File: src/rtl/wb_rr_arbiter_if.sv
// Bundle of the N-master Wishbone request side and the single shared slave side.
// The "slave" modport is the arbiter's view; "master" is the view of the surrounding system.
interface wb_rr_arbiter_if #(
  parameter int unsigned N_MASTER = 4
);
  logic [N_MASTER-1:0]    m_cyc_i;
  logic [N_MASTER-1:0]    m_stb_i;
  logic [N_MASTER-1:0]    m_we_i;
  logic [4*N_MASTER-1:0]  m_sel_i;
  logic [32*N_MASTER-1:0] m_adr_i;
  logic [32*N_MASTER-1:0] m_dat_i;
  logic [N_MASTER-1:0]    m_ack_o;
  logic [N_MASTER-1:0]    m_err_o;
  logic [31:0]            m_dat_o;
  logic                   s_cyc_o;
  logic                   s_stb_o;
  logic                   s_we_o;
  logic [3:0]             s_sel_o;
  logic [31:0]            s_adr_o;
  logic [31:0]            s_dat_o;
  logic                   s_ack_i;
  logic                   s_err_i;
  logic [31:0]            s_dat_i;
  logic [N_MASTER-1:0]    gnt_o;

  modport slave (
    input  m_cyc_i, m_stb_i, m_we_i, m_sel_i, m_adr_i, m_dat_i,
    input  s_ack_i, s_err_i, s_dat_i,
    output m_ack_o, m_err_o, m_dat_o,
    output s_cyc_o, s_stb_o, s_we_o, s_sel_o, s_adr_o, s_dat_o,
    output gnt_o
  );

  modport master (
    output m_cyc_i, m_stb_i, m_we_i, m_sel_i, m_adr_i, m_dat_i,
    output s_ack_i, s_err_i, s_dat_i,
    input  m_ack_o, m_err_o, m_dat_o,
    input  s_cyc_o, s_stb_o, s_we_o, s_sel_o, s_adr_o, s_dat_o,
    input  gnt_o
  );
endinterface

File: src/rtl/wb_rr_arbiter.sv
// Round-robin Wishbone arbiter: N masters share one slave, grant held for the whole CYC,
// with a per-grant watchdog that aborts an unanswered strobe and returns ERR to the owner.
module wb_rr_arbiter #(
  parameter int unsigned N_MASTER = 4,
  parameter int unsigned TIMEOUT  = 16
) (
  input  logic clk,
  input  logic rstn_i,
  wb_rr_arbiter_if.slave bus
);
  localparam int unsigned IW = $clog2(N_MASTER);
  localparam int unsigned CW = (TIMEOUT > 0) ? $clog2(TIMEOUT + 1) : 1;

  typedef enum logic [1:0] {IDLE, GRANT, ABORT} state_t;

  state_t              state, state_nxt;
  logic [IW-1:0]       owner, owner_nxt;
  logic [IW-1:0]       last_owner, last_nxt;
  logic [N_MASTER-1:0] gnt, gnt_nxt;
  logic [CW-1:0]       wd_cnt, wd_nxt;

  logic [N_MASTER-1:0] req;
  logic [IW-1:0]       pick;
  logic                found;
  logic                own_cyc, own_stb;
  logic                resp;
  logic                tmo_c;

  assign req     = bus.m_cyc_i & bus.m_stb_i;
  assign own_cyc = bus.m_cyc_i[owner];
  assign own_stb = bus.m_stb_i[owner];
  assign resp    = bus.s_ack_i | bus.s_err_i;
  // A slave response in the expiry cycle wins over the watchdog.
  assign tmo_c   = (TIMEOUT != 0) && (state == GRANT) && own_cyc && own_stb && !resp
                   && (wd_cnt == CW'(TIMEOUT));

  // First requester after last_owner, with wrap-around.
  always_comb begin
    pick  = last_owner;
    found = 1'b0;
    for (int i = 1; i <= int'(N_MASTER); i++) begin
      if (!found && req[(int'(last_owner) + i) % int'(N_MASTER)]) begin
        pick  = IW'((int'(last_owner) + i) % int'(N_MASTER));
        found = 1'b1;
      end
    end
  end

  always_ff @(posedge clk or negedge rstn_i) begin
    if (!rstn_i) begin
      state      <= IDLE;
      owner      <= '0;
      last_owner <= IW'(N_MASTER - 1);
      gnt        <= '0;
      wd_cnt     <= '0;
    end else begin
      state      <= state_nxt;
      owner      <= owner_nxt;
      last_owner <= last_nxt;
      gnt        <= gnt_nxt;
      wd_cnt     <= wd_nxt;
    end
  end

  always_comb begin
    state_nxt = state;
    owner_nxt = owner;
    last_nxt  = last_owner;
    gnt_nxt   = gnt;
    wd_nxt    = wd_cnt;
    unique case (state)
      IDLE: begin
        wd_nxt = '0;
        if (found) begin
          state_nxt = GRANT;
          owner_nxt = pick;
          gnt_nxt   = N_MASTER'(1) << pick;
        end
      end
      GRANT: begin
        if (!own_cyc) begin
          state_nxt = IDLE;
          last_nxt  = owner;
          gnt_nxt   = '0;
          wd_nxt    = '0;
        end else if (tmo_c) begin
          state_nxt = ABORT;
          wd_nxt    = '0;
        end else if (resp || !own_stb || (TIMEOUT == 0)) begin
          wd_nxt = '0;
        end else begin
          wd_nxt = wd_cnt + CW'(1);
        end
      end
      ABORT: begin
        wd_nxt = '0;
        if (!own_cyc) begin
          state_nxt = IDLE;
          last_nxt  = owner;
          gnt_nxt   = '0;
        end
      end
      default: state_nxt = IDLE;
    endcase
  end

  // Owner's bus is steered to the slave only while granted; response routed back to owner only.
  always_comb begin
    bus.s_cyc_o = 1'b0;
    bus.s_stb_o = 1'b0;
    bus.s_we_o  = 1'b0;
    bus.s_sel_o = '0;
    bus.s_adr_o = '0;
    bus.s_dat_o = '0;
    bus.m_ack_o = '0;
    bus.m_err_o = '0;
    if (state == GRANT) begin
      bus.s_cyc_o = own_cyc;
      bus.s_stb_o = own_stb;
      bus.s_we_o  = bus.m_we_i[owner];
      bus.s_sel_o = bus.m_sel_i[4*int'(owner) +: 4];
      bus.s_adr_o = bus.m_adr_i[32*int'(owner) +: 32];
      bus.s_dat_o = bus.m_dat_i[32*int'(owner) +: 32];
      bus.m_ack_o[owner] = bus.s_ack_i;
      bus.m_err_o[owner] = bus.s_err_i | tmo_c;
    end
  end

  assign bus.m_dat_o = bus.s_dat_i;
  assign bus.gnt_o   = gnt;
endmodule

File: src/flat_wrapper.sv
// flat-port wrapper written by rule: the top's interface ports become plain ports
module wb_rr_arbiter_flat 
#(
  parameter int unsigned N_MASTER = 4,
  parameter int unsigned TIMEOUT  = 16
)
  (clk, rstn_i, bus_m_cyc_i, bus_m_stb_i, bus_m_we_i, bus_m_sel_i, bus_m_adr_i, bus_m_dat_i, bus_s_ack_i, bus_s_err_i, bus_s_dat_i, bus_m_ack_o, bus_m_err_o, bus_m_dat_o, bus_s_cyc_o, bus_s_stb_o, bus_s_we_o, bus_s_sel_o, bus_s_adr_o, bus_s_dat_o, bus_gnt_o);
  wb_rr_arbiter_if #(.N_MASTER(N_MASTER)) bus_i ();
  input  logic clk;
  input  logic rstn_i;
  input wire logic [$bits(bus_i.m_cyc_i)-1:0] bus_m_cyc_i;
  input wire logic [$bits(bus_i.m_stb_i)-1:0] bus_m_stb_i;
  input wire logic [$bits(bus_i.m_we_i)-1:0] bus_m_we_i;
  input wire logic [$bits(bus_i.m_sel_i)-1:0] bus_m_sel_i;
  input wire logic [$bits(bus_i.m_adr_i)-1:0] bus_m_adr_i;
  input wire logic [$bits(bus_i.m_dat_i)-1:0] bus_m_dat_i;
  input wire logic [$bits(bus_i.s_ack_i)-1:0] bus_s_ack_i;
  input wire logic [$bits(bus_i.s_err_i)-1:0] bus_s_err_i;
  input wire logic [$bits(bus_i.s_dat_i)-1:0] bus_s_dat_i;
  output wire logic [$bits(bus_i.m_ack_o)-1:0] bus_m_ack_o;
  output wire logic [$bits(bus_i.m_err_o)-1:0] bus_m_err_o;
  output wire logic [$bits(bus_i.m_dat_o)-1:0] bus_m_dat_o;
  output wire logic [$bits(bus_i.s_cyc_o)-1:0] bus_s_cyc_o;
  output wire logic [$bits(bus_i.s_stb_o)-1:0] bus_s_stb_o;
  output wire logic [$bits(bus_i.s_we_o)-1:0] bus_s_we_o;
  output wire logic [$bits(bus_i.s_sel_o)-1:0] bus_s_sel_o;
  output wire logic [$bits(bus_i.s_adr_o)-1:0] bus_s_adr_o;
  output wire logic [$bits(bus_i.s_dat_o)-1:0] bus_s_dat_o;
  output wire logic [$bits(bus_i.gnt_o)-1:0] bus_gnt_o;
  assign bus_i.m_cyc_i = bus_m_cyc_i;
  assign bus_i.m_stb_i = bus_m_stb_i;
  assign bus_i.m_we_i = bus_m_we_i;
  assign bus_i.m_sel_i = bus_m_sel_i;
  assign bus_i.m_adr_i = bus_m_adr_i;
  assign bus_i.m_dat_i = bus_m_dat_i;
  assign bus_i.s_ack_i = bus_s_ack_i;
  assign bus_i.s_err_i = bus_s_err_i;
  assign bus_i.s_dat_i = bus_s_dat_i;
  assign bus_m_ack_o = bus_i.m_ack_o;
  assign bus_m_err_o = bus_i.m_err_o;
  assign bus_m_dat_o = bus_i.m_dat_o;
  assign bus_s_cyc_o = bus_i.s_cyc_o;
  assign bus_s_stb_o = bus_i.s_stb_o;
  assign bus_s_we_o = bus_i.s_we_o;
  assign bus_s_sel_o = bus_i.s_sel_o;
  assign bus_s_adr_o = bus_i.s_adr_o;
  assign bus_s_dat_o = bus_i.s_dat_o;
  assign bus_gnt_o = bus_i.gnt_o;
  wb_rr_arbiter #(.N_MASTER(N_MASTER), .TIMEOUT(TIMEOUT)) u_core (.clk(clk), .rstn_i(rstn_i), .bus(bus_i));
endmodule
File: config.mk
export PLATFORM = sky130hd
export DESIGN_NAME = wb_rr_arbiter_flat
export DESIGN_NICKNAME = d
export VERILOG_FILES = /design/src/rtl/wb_rr_arbiter_if.sv /design/src/rtl/wb_rr_arbiter.sv /design/src/flat_wrapper.sv
export SDC_FILE = /design/constraint.sdc
export NUM_CORES = 1
export LEC_CHECK = 0
export ABC_AREA = 1
export CORE_AREA = 2 2 167 169
export DETAILED_ROUTE_END_ITERATION = 6
export DIE_AREA = 0 0 169 171
export GPL_TIMING_DRIVEN = 1
export MAX_ROUTING_LAYER = met4
export PLACE_DENSITY = 0.54
export SYNTH_ARGS = -nofsm -noshare
export SYNTH_HDL_FRONTEND = slang
export SYNTH_SLANG_ARGS = --single-unit
File: constraint.sdc
create_clock -name clk -period 2.4 [get_ports clk]
set_input_delay 0.48 -clock clk [delete_from_list [all_inputs] [get_ports clk]]
set_output_delay 0.48 -clock clk [all_outputs]
set_load 0.1 [all_outputs]
# Word level (Yosys, flattened, before mapping)
# Index checks and enable logic that the tools add are counted.
# Widths: inputs -> output; s select.
[totals]
ff_bits = 15
latch_bits = 0
mem_bits_rw = 0
rom_bits = 0
output_inout_bits = 115
elab_cells = 112
memories = 0
[classes]
addsub = 5
n_mul = 0
div_mod_pow = 0
order_cmp = 6
eq_ne = 7
shifts = 4
n_mux = 48
n_bitwise = 10
reduce_logical = 27
[ops]
columns = ["cell", "n"]
rows = [
  ["$shiftx 128x8->32", 2],
  ["$mux 32", 2],
  ["$mux 4", 5],
  ["$mux 1", 19],
  ["$lt 3x4->1 const B", 4],
  ["$mux 2", 8],
  ["$shiftx 16x5->4", 1],
  ["$mux 5", 3],
  ["$bmux 1 s2", 7],
  ["$and 4x4->4", 3],
  ["$reduce_or 2->1", 6],
  ["$pmux 5 s2", 1],
  ["$logic_and 1x1->1", 8],
  ["$pmux 4 s2", 1],
  ["$pmux 2 s3", 1],
  ["$reduce_and 3->1", 2],
  ["$add 5x1->5 const B", 1],
  ["$eq 5x5->1 const B", 1],
  ["$logic_not 1->1", 5],
  ["$add 2x1->2 const B", 2],
  ["$add 2x2->2 const B", 2],
  ["$and 1x1->1 const A", 4],
  ["$ne 2x2->1 const B", 2],
  ["$reduce_and 2->1", 2],
  ["other kinds (13)", 15],
]

# Longest topological paths before layout
# Gate-level depths: netlist (run 1).
[logic_depth]
word_depth = 19
mapped_depth = 14
mapped_depth_nobuf = 13

# Worst setup path before layout (run 1)
# Ideal clock, no wire load.
[synth_path]
path_type = "register -> output"
startpoint = "reg u_core.owner[0]"
endpoint = "out bus_m_ack_o[2]"
arrival_time_ps = 3157
required_time_ps = 1920
slack_ps = -1237
path_stages_with_launch = 6
path_buffers = 2
cell_sequence = "dfrtp_1 > buf_6 > nor2_4 > clkbuf_1 > inv_1 > nor3_1"
[synth_between]
elab_chain_len = 6
word_cells_on_any_way = 7
classes_between = "order compare: 2; mux: 3; bitwise: 1; reduce/logical: 1"
[synth_rtl]
columns = ["element", "line_no", "rtl"]
rows = [
  ["from (decl)", "wb_rr_arbiter.sv:17", "logic [IW-1:0] owner, owner_nxt;"],
  ["from (signal assigned)", "wb_rr_arbiter.sv:58", "owner <= owner_nxt;"],
  ["$lt 2x3->1 (implied by the code) / $ge 2x1->1 (equally long branches)", "wb_rr_arbiter.sv:124", "bus.m_ack_o[owner] = bus.s_ack_i;"],
  ["$logic_and 1x1->1 (implied by the code)", "wb_rr_arbiter.sv:124", ""],
  ["$mux 1 (implied by the code)", "wb_rr_arbiter.sv:124", ""],
  ["$demux 1 s2 *", "n/a", ""],
  ["$and 4x4->4 (no line) *", "n/a", ""],
  ["$mux 4 *", "wb_rr_arbiter.sv:117", "if (state == GRANT) begin"],
  ["to (decl)", "flat_wrapper.sv:20", "output wire logic [$bits(bus_i.m_ack_o)-1:0] bus_m_ack_o;"],
]
# Every way passes the cells marked *; elsewhere a longest branch is shown, timed or not.

# Final worst setup path (run 1)
[layout_path]
startpoint = "reg u_core.owner[0]"
endpoint = "out bus_s_dat_o[21]"
[layout_between]
elab_chain_len = 2
[layout_rtl]
columns = ["element", "line_no", "rtl"]
rows = [
  ["$shiftx 128x8->32", "wb_rr_arbiter.sv:123", "bus.s_dat_o = bus.m_dat_i[32*int'(owner) +: 32];"],
  ["$mux 32", "wb_rr_arbiter.sv:117", ""],
  ["to (decl)", "flat_wrapper.sv:28", "output wire logic [$bits(bus_i.s_dat_o)-1:0] bus_s_dat_o;"],
]
# No other way between the ends.

==> results of run 1 <==
==> worst reg2reg max path, delay by kind of cell, from the launching register on <==
kind / cells / cell delay, ns
and+or+nand+nor: 7 / 0.57
DFF: 1 / 0.49
buffers and inverters: 3 / 0.42
AOI/OAI and AO/OA: 2 / 0.20
==> logic make-up after synthesis <==
group | count (synthesis) | share of synthesized area (%)
xor gates and xnor gates | 3 | 0.812
buffers and inverters | 98 | 15.8
DFF | 15 | 11.7
adders and majority gates | 7 | 2.70
and+or+nand+nor | 253 | 36.8
AOI/OAI and AO/OA | 154 | 32.2
==> registers in the layout (all words and copies together) (netlist names) <==
signal / cells
u_core.wd_cnt: 5
u_core.bus.gnt_o: 4
u_core.last_owner: 2
u_core.owner: 2
u_core.state: 2
==> through the flow <==
| stage | cell area, sq um | TNS [ns] | hold WS (ns) | setup WS (ns) | util, % |
|---|---|---|---|---|---|
| global placement | 8950 | -0.632 | 0.472 | -0.192 | 32.8 |
| finish | 9800 | -2.20 | 0.483 | -0.100 | 35.9 |
| detailed placement | 8950 | -0.722 | 0.474 | -0.206 | 32.8 |
| CTS | 9150 | -1.26 | 0.489 | -0.0939 | 33.5 |
| global route | 9800 | -7.53 | 0.521 | -0.199 | 35.9 |
| floorplan | 4050 | -7.58 | 0.184 | -0.186 | - |
==> report_power, final <==
group	internal (mW)	leakage, nW	switching [mW]
Combinational	5.28	3.15	8.99
Sequential	0.351	0.192	0.124
Clock	0.225	0.0371	0.115
Total	5.86	3.38	9.23
==> what timing repair did <==
item	CTS	global route
buffers inserted	4	12
endpoints found under the setup margin	76	70
resized for setup	23	68
gates cloned	1	8
pin swaps	9	20
==> how the worst min path moves through the flow <==
stage / startpoint / end / slack (ns) / cells past startpoint
finish: u_core.bus.gnt_o[2]$_DFFE_PN0P_ / u_core.bus.gnt_o[2]$_DFFE_PN0P_ / 0.48 / 2
global route: u_core.bus.gnt_o[0]$_DFFE_PN0P_ / u_core.bus.gnt_o[0]$_DFFE_PN0P_ / 0.52 / 2
floorplan: rstn_i / u_core.bus.gnt_o[0]$_DFFE_PN0P_ / 0.18 / 0
global placement: u_core.bus.gnt_o[1]$_DFFE_PN0P_ / u_core.bus.gnt_o[1]$_DFFE_PN0P_ / 0.47 / 2
CTS: u_core.bus.gnt_o[2]$_DFFE_PN0P_ / u_core.bus.gnt_o[2]$_DFFE_PN0P_ / 0.49 / 2
detailed placement: u_core.bus.gnt_o[1]$_DFFE_PN0P_ / u_core.bus.gnt_o[1]$_DFFE_PN0P_ / 0.47 / 2
==> cell type report <==
class | count | area share [%]
Inverter | 20 | 0.944
Timing Repair inverter | 2 | 0.179
Timing Repair Buffer | 435 | 54.1
Multi-Input combinational cell | 417 | 35.6
Clock buffer | 3 | 0.766
Tap cell | 346 | 4.42
Antenna cell | 1 | 0.0255
Clock inverter | 1 | 0.0766
Sequential cell | 15 | 3.93
==> layer usage <==
layer  global-route usage, %  routed length (um)
met2                    25.5               12300
met1                    17.1                9650
met3                    2.89                1760
met4                    3.94                 644
met5                       -                   0
==> cells in the final DEF, fill, tap and decap left out, types with 8 or more instances in the layout <==
cell type,instances
sky130_fd_sc_hd__clkdlybuf4s50_1,284
sky130_fd_sc_hd__nand2_1,129
sky130_fd_sc_hd__buf_12,92
sky130_fd_sc_hd__nand3_1,83
sky130_fd_sc_hd__a31oi_4,49
sky130_fd_sc_hd__a22oi_1,39
sky130_fd_sc_hd__buf_4,38
sky130_fd_sc_hd__a22oi_2,30
sky130_fd_sc_hd__a31oi_2,20
sky130_fd_sc_hd__inv_1,13
sky130_fd_sc_hd__dfrtp_1,11
sky130_fd_sc_hd__nor3_4,8
sky130_fd_sc_hd__nand2_2,8
sky130_fd_sc_hd__o21ai_1,8
sky130_fd_sc_hd__clkbuf_16,8
sky130_fd_sc_hd__buf_6,8
==> run_results.csv, run 1 <==
group,metric,value,unit
run_status,result_of_the_run,"finished with violations",
run_status,violations,"negative setup slack",
cts,cts_made_buffers,3,
critical_path,critical-path-top-delay-family,"buffers and inverters",
yosys,synth_cells,530,
placed_design,detailedPlacementHpwl,18400,um
floorplanning,chipHeight,171,um
layout,final-instance-count-excl-fill,1240,
yosys,synth_top_flop_cell,"sky130_fd_sc_hd__dfrtp_1",
sta,maxSlewViolCount,0,
yosys,seq_area_frac_synth,11.7,%
critical_path,r2r_end,"u_core.state[1]$_DFFE_PN0P_",
yosys,cell_area_after_technology_mapping,3240,sq um
global_routing,maximum_number_of_pins_on_one_net_before_global_route_repair,38,
critical_path,path_depth_of_the_worst_reg2reg_path,12,
critical_path,critical_path_class,"reg2out",
sta,finalHoldViolations,0,
sta,post-route-min-period,2.50,ns
global_routing,grt_pass1_wl,31200,um
placed_design,placed_cells,1211,
sta,final-setup-viol-count,44,
floorplanning,placement_rows,61,
yosys,ys_async_sr_fraction,100,%
yosys,yosys_warnings,0,
detailed_routing,drt_wl_total,24300,um
critical_path,setup.worst_path.end_class,"output port",
yosys,synth_fp_nets,857,
power_and_ir_drop,power_leakage,3.38,nW
layout,drive_gt1_share,33.5,%
critical_path,reg2reg_slack,0.60,ns
critical_path,crit_path_max_fanout,7,
yosys,yosys-top-cells-area,"sky130_fd_sc_hd__a22oi_1 (16%), sky130_fd_sc_hd__nand2_1 (16%), sky130_fd_sc_hd__a31oi_1 (14%), sky130_fd_sc_hd__nand3_1 (13%), sky130_fd_sc_hd__dfrtp_1 (10%)",
cts,cts_root_buf,"sky130_fd_sc_hd__clkbuf_16",
cts,cts.sink_count,15,
cts,h-tree-depth,1,
critical_path,timing.critical_path.required,1.92,ns
floorplanning,coreArea,27300,sq um
critical_path,stages_on_the_worst_setup_path,8,
layout,synthToLayoutAreaGrowth,203,%
yosys,ys_top_cells_by_count,"sky130_fd_sc_hd__nand2_1 (135), sky130_fd_sc_hd__nand3_1 (84), sky130_fd_sc_hd__a31oi_1 (70), sky130_fd_sc_hd__a22oi_1 (69), sky130_fd_sc_hd__clkbuf_1 (36)",
critical_path,startpoint,"u_core.owner[0]$_DFFE_PN0P_",
critical_path,critPathBufInv,5,
critical_path,startpoint_class,"flip-flop",
cts,cts_tree,"yes",
detailed_routing,initialDrtViolationCount,206,
global_routing,grt_antenna_before_repair,1,
critical_path,crit-reg2reg-launch,"u_core.owner[0]$_DFFE_PN0P_",
detailed_routing,vias_cell,4.48,
layout,fin_nets,1221,
yosys,synthDominantCellAreaShare,16.0,%
critical_path,path_common_cell,"sky130_fd_sc_hd__buf_12",
yosys,post_synth.cell_area_avg,6.11,sq um
yosys,synth-seq-cells,15,
critical_path,critical_path.endpoint,"bus_s_dat_o[21]",
sta,setup_repair_after_global_routing_missed_its_margin,"true",
layout,fillerInstances,2798,
yosys,synth_cell_types,38,
placed_design,gp_congestion,0.805,
sta,fin_worst_skew,0.00616,ns
global_routing,grt.overflow.total,0,
detailed_routing,detail_route.wl_per_cell,19.6,um
sta,max_clock_freq,400,MHz
cts,cts.hold.buffers_added,0,
critical_path,critPathArrivalTime,2.02,ns
sta,finalCritPeriodShare,104,%
yosys,library_cell_occupying_the_most_area_in_the_post_synthesis_netlist,"sky130_fd_sc_hd__a22oi_1",
critical_path,critical_path.max_stage_delay,0.53,ns
detailed_routing,dr_total_vias,5552,
floorplanning,die_area,28900,sq um
layout,multiInputGateArea,3490,sq um
sta,tightest_slew,0.744,ns
global_routing,first_global_vias,5301,
detailed_routing,ant_nets,0,
power_and_ir_drop,pwr_density_cell,1540,nW/um^2
cts,clk_latency,0.25,ns
detailed_routing,drt-pass1-iter-count,4,
power_and_ir_drop,ir_drop_worst_case_vdd,0.704,mV
placed_design,placement.io_buffers,370,
sta,relSlewSlack,50.2,%
floorplanning,start_util,11.9,%
flow_run,max-cap-violations,0,
yosys,number_of_flops_mapped_to_enable_cells_by_yosys,0,
critical_path,timing.critical_path.cells,"nor2_4 -> buf_4 -> buf_6 -> buf_12 -> buf_12 -> a22oi_2 -> a31oi_4 -> buf_12",
floorplanning,boundaryPins,435,
layout,sequential_cell_area,385,sq um
sta,timing.final.ws_setup,-0.100,ns
worst_hold_path,worstHoldPathType,"reg2reg",
critical_path,max_stage_delay_cell_worst_path,"sky130_fd_sc_hd__dfrtp_4",
detailed_routing,drt_drc_violations_left,0,
floorplanning,die_w,169,um
yosys,post-synth-top-count-cell,"sky130_fd_sc_hd__nand2_1",
power_and_ir_drop,power.total,15.1,mW
cts,largest_buffer_count_on_any_clock_path,2,
global_routing,global_route_usage_over_all_layers,14.6,%
cts,cts.clk_slew.worst_paths,0.06,ns
Power figures use the tool's default switching activity.
==> inputs of run 2 (changes only) <==
- SKIP_LAST_GASP: default -> 1
==> run 2 against run 1 <==
  * The flow still finishes with violations (negative setup slack)
  * Final area is 0.65% lower
  * Clock power hardly changed
  * Final cell count stayed put
  * Routed wire length is 0.20% lower
  * Register-to-register slack hardly changed
  * Worst hold slack hardly changed
  * Via count is 0.36% lower
  * Fmax hardly changed
  * Total power is 0.55% lower
  * Global-route usage stayed put
  * Combinational power hardly changed
  * Largest cell class unchanged
  * Highest routed layer unchanged
==> run_results.csv, run 2 (same netlist as run 1, synthesis figures left out) <==
group,metric,value,unit
run_status,result_of_the_run,"finished with violations",
run_status,violations,"negative setup slack",
critical_path,critPathBufInv,5,
critical_path,crit_path_max_fanout,7,
sta,post-route-min-period,2.50,ns
global_routing,global_route_usage_over_all_layers,14.6,%
floorplanning,boundaryPins,435,
critical_path,max_stage_delay_cell_worst_path,"sky130_fd_sc_hd__dfrtp_4",
cts,cts_tree,"yes",
cts,cts_made_buffers,3,
placed_design,gp_congestion,0.805,
cts,cts.clk_slew.worst_paths,0.05,ns
global_routing,grt_pass1_wl,31200,um
power_and_ir_drop,ir_drop_worst_case_vdd,0.704,mV
floorplanning,die_w,169,um
sta,final-setup-viol-count,50,
cts,cts.hold.buffers_added,0,
sta,fin_worst_skew,0.00590,ns
layout,fin_nets,1221,
sta,setup_repair_after_global_routing_missed_its_margin,"true",
cts,cts_root_buf,"sky130_fd_sc_hd__clkbuf_16",
floorplanning,start_util,11.9,%
critical_path,timing.critical_path.cells,"nor2_4 -> buf_4 -> buf_6 -> buf_12 -> buf_12 -> a22oi_2 -> a31oi_4 -> buf_12",
sta,timing.final.ws_setup,-0.100,ns
cts,h-tree-depth,1,
sta,worst_hold_slack,0.483,ns
detailed_routing,drt_wl_total,24300,um
power_and_ir_drop,power_leakage,3.38,nW
sta,maxSlewViolCount,0,
sta,tightest_slew,0.748,ns
placed_design,detailedPlacementHpwl,18400,um
detailed_routing,initialDrtViolationCount,192,
floorplanning,coreArea,27300,sq um
flow_run,max-cap-violations,0,
placed_design,placement.io_buffers,370,
cts,largest_buffer_count_on_any_clock_path,2,
layout,layout.cells.most_common,"sky130_fd_sc_hd__clkdlybuf4s50_1",
detailed_routing,detail_route.wl_per_cell,19.6,um
detailed_routing,dr_total_vias,5532,
critical_path,setup.worst_path.end_class,"output port",
floorplanning,chipHeight,171,um
sta,max_clock_freq,400,MHz
cts,clk_latency,0.25,ns
global_routing,grt.overflow.total,0,
detailed_routing,drt-pass1-iter-count,4,
layout,most-common-layout-cells,"sky130_fd_sc_hd__clkdlybuf4s50_1 (284), sky130_fd_sc_hd__nand2_1 (129), sky130_fd_sc_hd__buf_12 (92)",
detailed_routing,vias_cell,4.46,
layout,largest-register,"u_core.wd_cnt",
sta,finalCritPeriodShare,104,%
sta,relSlewSlack,50.0,%
layout,number_of_flip_flops_under_the_largest_register_name,5,
critical_path,timing.critical_path.required,1.92,ns
critical_path,critical-path-top-delay-family,"buffers and inverters",
critical_path,startpoint_class,"flip-flop",
layout,drive_gt1_share,32.9,%
floorplanning,placement_rows,61,
worst_hold_path,worstHoldPathType,"reg2reg",
detailed_routing,ant_nets,0,
sta,finalHoldViolations,0,
detailed_routing,drt_drc_violations_left,0,
placed_design,placed_cells,1211,
critical_path,critPathArrivalTime,2.02,ns
critical_path,critical_path.max_stage_delay,0.53,ns
layout,final-instance-count-excl-fill,1240,
power_and_ir_drop,pwr_density_cell,1540,nW/um^2
global_routing,maximum_number_of_pins_on_one_net_before_global_route_repair,38,
layout,fillerInstances,2810,
floorplanning,die_area,28900,sq um
layout,synthToLayoutAreaGrowth,201,%
global_routing,first_global_vias,5301,
global_routing,grt_antenna_before_repair,1,
cts,cts.sink_count,15,
critical_path,path_common_cell,"sky130_fd_sc_hd__buf_12",
critical_path,critical_path_class,"reg2out",
==> run 2: cell counts in the layout (fill, tap and decap cells not counted) <==
No cell type changed its count.
==> run 2: path summary, 6_finish.rpt <==
| kind | from | to | slack, ns | depth (start not counted) |
|---|---|---|---|---|
| min in group asynchronous | rstn_i | u_core.bus.gnt_o[0]$_DFFE_PN0P_ | 0.67 | 1 |
| worst min register to register | u_core.bus.gnt_o[2]$_DFFE_PN0P_ | u_core.bus.gnt_o[2]$_DFFE_PN0P_ | 0.48 | 2 |
| worst min-delay path | u_core.bus.gnt_o[2]$_DFFE_PN0P_ | u_core.bus.gnt_o[2]$_DFFE_PN0P_ | 0.48 | 2 |
| worst max register to register | u_core.owner[0]$_DFFE_PN0P_ | u_core.state[1]$_DFFE_PN0P_ | 0.60 | 12 |
| max in group asynchronous | rstn_i | u_core.owner[0]$_DFFE_PN0P_ | 1.18 | 1 |
| worst max-delay path | u_core.owner[0]$_DFFE_PN0P_ | bus_s_dat_o[21] | -0.10 | 8 |
==> run 2: final cells by class <==
type / count / area [sq um] / area share, %
clock buffer: 3 / 75.1 / 0.771
inverter: 20 / 92.6 / 0.951
timing repair inverter: 2 / 17.5 / 0.180
multi-input combinational: 417 / 3430 / 35.2
antenna: 1 / 2.50 / 0.0257
timing repair buffer: 435 / 5300 / 54.4
sequential: 15 / 385 / 3.96
clock inverter: 1 / 7.51 / 0.0771
tap: 346 / 433 / 4.45
==> run 2: metrics by stage <==
step	setup WS, ns	setup TNS, ns	utilization [%]	power (mW)	cell area (sq um)
2_1_floorplan	-0.186	-7.58	-	8.87	4050
3_3_place_gp	-0.192	-0.632	32.8	13.4	8950
3_5_place_dp	-0.206	-0.722	32.8	13.5	8950
4_1_cts	-0.0939	-1.26	33.5	14.0	9150
5_1_grt	-0.199	-7.89	35.6	15.6	9740
6_report	-0.100	-2.45	35.6	15.0	9740
==> run 2: what timing repair did <==
| item | in CTS | in global routing |
|---|---|---|
| pin swaps | 9 | 19 |
| endpoints found under the setup margin | 76 | 70 |
| gates cloned | 1 | 8 |
| buffers inserted | 4 | 12 |
| gates resized for setup | 23 | 58 |
==> run 2: tightest hold or removal path, cell delays in order, from the launching register on <==
cell and delay (ns):
sky130_fd_sc_hd__dfrtp_1 0.34, sky130_fd_sc_hd__nand2_1 0.06, sky130_fd_sc_hd__nand2_1 0.05
==> run 2: where the power goes <==
group	internal, mW	switching, mW
registers	0.351	0.124
logic	5.24	8.95
clock network	0.225	0.114
total	5.82	9.19
==> run 2: layer usage <==
metal	track usage (%)	share of wire [%]	vias to the layer above
li1	-	-	2640
met1	17.1	40	2564
met2	25.5	50	287
met3	2.89	7.3	41
met4	3.94	2.7	0
met5	-	0	-
